===== src/rtl/mem_port_arbiter_pkg.sv =====
// Shared definitions for mem_port_arbiter: FSM state encodings, grant IDs
// and the grant-selection helper.
package mem_port_arbiter_pkg;

   typedef enum logic [1:0] {
      ST_IDLE   = 2'd0,
      ST_BUSY_I = 2'd1,
      ST_BUSY_D = 2'd2
   } state_t;

   localparam logic GNT_I = 1'b0;
   localparam logic GNT_D = 1'b1;

   // Data wins contention unless the instruction side has waited through
   // a full streak of data grants.
   function automatic logic pick_grant(input logic ir, input logic dr,
                                       input logic [3:0] streak,
                                       input logic [3:0] lim);
      if (dr && !(ir && (streak == lim)))
         return GNT_D;
      return GNT_I;
   endfunction

endpackage


===== src/rtl/mem_port_arbiter.sv =====
// mem_port_arbiter: shares one single-ported memory (req/ack handshake)
// between an instruction-fetch port and a data port. Data has priority,
// limited by STARVE_LIM consecutive data grants while a fetch is pending.
// Optional feature macro MEM_ARB_PERF_EN adds per-port wait-cycle counters.
module mem_port_arbiter
   import mem_port_arbiter_pkg::*;
#(
   parameter int ADDR_W     = 32,
   parameter int DATA_W     = 32,
   parameter int STARVE_LIM = 4
) (
   input  logic                clk,
   input  logic                reset,
   input  logic                i_req,
   input  logic [ADDR_W-1:0]   i_addr,
   output logic [DATA_W-1:0]   i_rdata,
   output logic                i_ready,
   input  logic                d_req,
   input  logic [DATA_W/8-1:0] d_we,
   input  logic [ADDR_W-1:0]   d_addr,
   input  logic [DATA_W-1:0]   d_wdata,
   output logic [DATA_W-1:0]   d_rdata,
   output logic                d_ready,
   output logic                m_req,
   output logic [DATA_W/8-1:0] m_we,
   output logic [ADDR_W-1:0]   m_addr,
   output logic [DATA_W-1:0]   m_wdata,
   input  logic [DATA_W-1:0]   m_rdata,
   input  logic                m_ack
`ifdef MEM_ARB_PERF_EN
   ,
   output logic [31:0]         perf_i_wait,
   output logic [31:0]         perf_d_wait
`endif
);

   localparam int         BE_W = DATA_W / 8;
   localparam logic [3:0] LIM  = 4'(STARVE_LIM);

   state_t     state, next_state;
   logic       grant_vld;
   logic       grant_id;
   logic [3:0] streak;

   // Next state and grant selection. The IDLE cycle that carries a ready
   // pulse is a dead cycle: that requester's held req is treated as
   // consumed, and no grant is made at all, so both sides re-arbitrate
   // together on the following cycle.
   always_comb begin
      next_state = state;
      grant_vld  = 1'b0;
      grant_id   = GNT_I;
      case (state)
         ST_IDLE: begin
            if (!i_ready && !d_ready && (i_req || d_req)) begin
               grant_vld  = 1'b1;
               grant_id   = pick_grant(i_req, d_req, streak, LIM);
               next_state = (grant_id == GNT_D) ? ST_BUSY_D : ST_BUSY_I;
            end
         end
         ST_BUSY_I, ST_BUSY_D: begin
            if (m_ack)
               next_state = ST_IDLE;
         end
         default: next_state = ST_IDLE;
      endcase
   end

   // State register.
   always_ff @(posedge clk or negedge reset) begin
      if (!reset)
         state <= ST_IDLE;
      else
         state <= next_state;
   end

   // Registered memory-side request, requester responses and the
   // data-grant streak counter.
   always_ff @(posedge clk or negedge reset) begin
      if (!reset) begin
         m_req   <= 1'b0;
         m_we    <= '0;
         m_addr  <= '0;
         m_wdata <= '0;
         i_rdata <= '0;
         d_rdata <= '0;
         i_ready <= 1'b0;
         d_ready <= 1'b0;
         streak  <= '0;
      end else begin
         i_ready <= 1'b0;
         d_ready <= 1'b0;
         if (grant_vld) begin
            m_req <= 1'b1;
            if (grant_id == GNT_D) begin
               m_addr  <= d_addr;
               m_we    <= d_we;
               m_wdata <= d_wdata;
               // Only data grants that bypass a waiting fetch extend the streak.
               if (i_req)
                  streak <= (streak == LIM) ? streak : streak + 4'd1;
               else
                  streak <= '0;
            end else begin
               m_addr  <= i_addr;
               m_we    <= '0;
               m_wdata <= '0;
               streak  <= '0;
            end
         end else if ((state == ST_BUSY_I || state == ST_BUSY_D) && m_ack) begin
            m_req <= 1'b0;
            if (state == ST_BUSY_I) begin
               i_rdata <= m_rdata;
               i_ready <= 1'b1;
            end else begin
               // Stores leave the load-data register untouched.
               if (m_we == {BE_W{1'b0}})
                  d_rdata <= m_rdata;
               d_ready <= 1'b1;
            end
         end
      end
   end

`ifdef MEM_ARB_PERF_EN
   // Wait-cycle counters: cycles with a pending request and no completion.
   always_ff @(posedge clk or negedge reset) begin
      if (!reset) begin
         perf_i_wait <= '0;
         perf_d_wait <= '0;
      end else begin
         if (i_req && !i_ready)
            perf_i_wait <= perf_i_wait + 32'd1;
         if (d_req && !d_ready)
            perf_d_wait <= perf_d_wait + 32'd1;
      end
   end
`endif

endmodule

===== config.mk =====
export PLATFORM = sky130hd
export DESIGN_NAME = mem_port_arbiter
export DESIGN_NICKNAME = d
export VERILOG_FILES = /design/src/rtl/mem_port_arbiter_pkg.sv /design/src/rtl/mem_port_arbiter.sv
export SDC_FILE = /design/constraint.sdc
export NUM_CORES = 1
export LEC_CHECK = 0
export ABC_AREA = 1
export ABC_CLOCK_PERIOD_IN_PS = 3000
export CAP_MARGIN = 20
export CORE_AREA = 2 2 106 108
export DETAILED_ROUTE_END_ITERATION = 8
export DIE_AREA = 0 0 108 110
export DONT_BUFFER_PORTS = 1
export PLACE_DENSITY = 0.68
export SYNTH_ARGS = -nofsm -noshare
export SYNTH_HDL_FRONTEND = slang
export SYNTH_SLANG_ARGS = --single-unit

===== constraint.sdc =====
create_clock -name clk -period 3 [get_ports clk]
set_clock_uncertainty 0.2 [all_clocks]
set_input_delay 0.45 -clock clk [delete_from_list [all_inputs] [get_ports clk]]
set_output_delay 0.45 -clock clk [all_outputs]
set_load 0.03 [all_outputs]

==> results_dict.tcl <==
set metrics [dict create \
    status "finished, violations left" \
    violations "negative hold slack" \
    final_nets 912 \
    grt_pass1_vias 4925 \
    dr_total_vias 4929 \
    ctsResizeCount 0 \
    dr.pass1.iters 5 \
    cts_hold_buf 134 \
    critPathMaxStageDelay_ns 0.57 \
    r2r-start "d_ready$_DFF_PN0_" \
    ys_ff_latch 141 \
    cts_tree "built" \
    grt_overflow_total 0 \
    start_kind "flop" \
    path_cells "nor2_1, nand3_4, buf_4, nand2_1, nand3_1, dlygate4sd3_1" \
    drt_iter0_drc 461 \
    ys_async_sr_fraction_pct 100 \
    hp-class "input port to async pin" \
    synth_nets 788 \
    crit_path_top_delay_cell "dlygate4sd3_1" \
    gp_congestion 0.862 \
    use_met2_pct 42.8 \
    maxCapViolCount 0 \
    drive_above_1_share_pct 6.13 \
    busiest_layer "met2" \
    clk_latency_ns 0.50 \
    netlist_instances 646 \
    worst_ep_arrival_time_ns 2.96 \
    p_leak_nw 3.93 \
    setup_viol 0 \
    clkTransAtPathRegs_ns 0.06 \
    hpwl_microns 8740 \
    crit_family "buffers and inverters" \
    route.detailed.drc 0 \
    slew_viol_final 0 \
    synth_area_per_cell_sq_um 8.94 \
    synth_cell_types 18 \
    viasPerCell 5.34 \
    grt_antenna_before_repair 0 \
    grt_use_total_pct 25.5 \
    io_buffers 0 \
    fin_setup_tns_ns 0 \
    hold_slack_ns -0.566 \
    synth_top_area_cell "dfrtp_1" \
    cts_htree_levels 4 \
    final.period_utilization_pct 92.4 \
    use_met1_pct 29.5 \
    peakVddDrop_v 0.000717 \
    cts_buffer_depth 2 \
    final_antenna_net_count 0 \
    wl_microns 15300 \
    n_fill_cell 735 \
    regArea_sq_um 3530 \
    grt_max_degree 142 \
    area_growth_pct 35.1 \
    synth-seq-area-share_pct 61.1 \
    p_per_area_nw_per_um2 1240 \
    die_x_microns 108 \
    dp_cells 757 \
    crit_buf_inv 2 \
    path_class "flop to flop" \
    dieArea_sq_um 11900 \
    use_met3_pct 8.17 \
    wire_per_inst_microns 16.6 \
    cts.sinks 141 \
    ff2ff_setup_slack_ns 0.23 \
    multi_input_area_sq_um 1870 \
    grt_pass1_wl_microns 23400 \
    cp.required_ns 3.19 \
    hold_viol_final 141 \
    cp-end-kind "flop" \
    diodes 0 \
    synth_top_area_share_pct 61.1 \
    max_freq_mhz 361 \
    min_period_ns 2.77 \
    fin_cells 923 \
    yosys_warnings 0 \
    p_total_mw 9.68 \
    r2r_end "m_addr[14]$_DFFE_PN0P_" \
    postCtsSetupBuffers 0 \
    std_cell_rows 38 \
    yosysMostFrequentCell "nand2_1" \
    ios 272 \
    fp.coreArea_sq_um 10700 \
    slew_headroom_pct 47.4 \
    cts_buffers 17 \
    die_h_microns 110 \
    root_buffer "clkbuf_8" \
    synthTopCellsByCount "228 x nand2_1, 141 x dfrtp_1, 100 x nand3_1" \
    syn_area_sq_um 5770 \
    rsz0062_at_grt "no" \
    path_max_fanout 47 \
    synth_area_leaders "dfrtp_1 61%, nand2_1 15%, nand3_1 8.7%, o21ai_0 5.9%, inv_1 3.3%" \
    initial_core_util_pct 54.0 \
    synth_edf_count 0 \
    rr_worst_depth 6 \
    tightest_slew_ns 0.787 \
    ys.flop_type "dfrtp_1" \
]
logic make-up after synthesis:
group	synth area share, %
adders and majority gates	1.08
DFF	61.1
AOI/OAI and AO/OA	5.98
xor gates and xnor gates	0.152
buffers and inverters	6.67
and+or+nand+nor	25.0
where the power goes:
group / internal [mW] / switching [mW]
clock: 1.39 / 0.822
combinational: 1.02 / 1.21
sequential: 2.77 / 2.47
per-layer routing:
| metal | vias to the layer above | part of all wire (%) |
|---|---|---|
| met5 | - | 0 |
| met4 | 0 | 2.7 |
| met3 | 47 | 10 |
| met2 | 267 | 49 |
| met1 | 2312 | 38 |
| li1 | 2303 | - |
how the worst max path moves through the flow:
stage	cells after the start	start	endpoint	slack, ns
finish	6	d_ready$_DFF_PN0_	m_addr[14]$_DFFE_PN0P_	0.23
global route	7	d_ready$_DFF_PN0_	m_addr[14]$_DFFE_PN0P_	0.11
CTS	6	d_ready$_DFF_PN0_	m_addr[9]$_DFFE_PN0P_	0.33
detailed placement	5	d_ready$_DFF_PN0_	m_wdata[22]$_DFFE_PN0P_	0.63
global placement	5	d_ready$_DFF_PN0_	m_wdata[24]$_DFFE_PN0P_	0.71
floorplan	7	state[0]$_DFFE_PN0P_	i_rdata[0]$_DFFE_PN0P_	1.29
layout by cell type, fill, tap and decap left out:
master and n:
clkbuf_8 2, nand3_2 1, nand4_1 1, inv_6 6
bufinv_16 4, nand2_1 227, inv_2 2, xnor2_1 1
nor2_2 1, nand3_1 100, nand2_2 3, buf_4 6
nor2_1 7, clkinv_2 1, nand3_4 1, inv_8 1
clkbuf_16 16, buf_12 1, clkinvlp_4 1, o21ai_0 68
nor2_4 1, clkinv_4 1, o21ai_1 1, dfrtp_1 141
dlygate4sd3_1 134, ha_1 5, inv_1 50
through the flow:
stage	setup WS, ns	util [%]	cell area (sq um)
global route	0.107	72.9	7800
detailed placement	0.632	54.5	5830
finish	0.228	72.9	7800
global placement	0.706	54.5	5830
CTS	0.326	72.9	7800
floorplan	1.29	-	5770
layout make-up:
class	instances	share of cell area [%]
clock buffer	18	5.48
tap	140	2.24
clock inverter	14	2.63
timing repair buffer	141	18.0
inverter	52	2.50
sequential	141	45.2
multi-input combinational	417	23.9
worst reg2reg max path: stages, from the launching register on:
cell and delay (ns):
dfrtp_1 0.50, nor2_1 0.29, nand3_4 0.37, buf_4 0.42, nand2_1 0.18, nand3_1 0.13
dlygate4sd3_1 0.58
state kept, by name, summed over array words and instances (netlist names):
name and flops:
d_rdata 32, i_rdata 32, m_addr 32, m_wdata 32
m_we 4, streak 4, state 2, d_ready 1
i_ready 1, m_req 1
(Power assumes the default switching activity.)
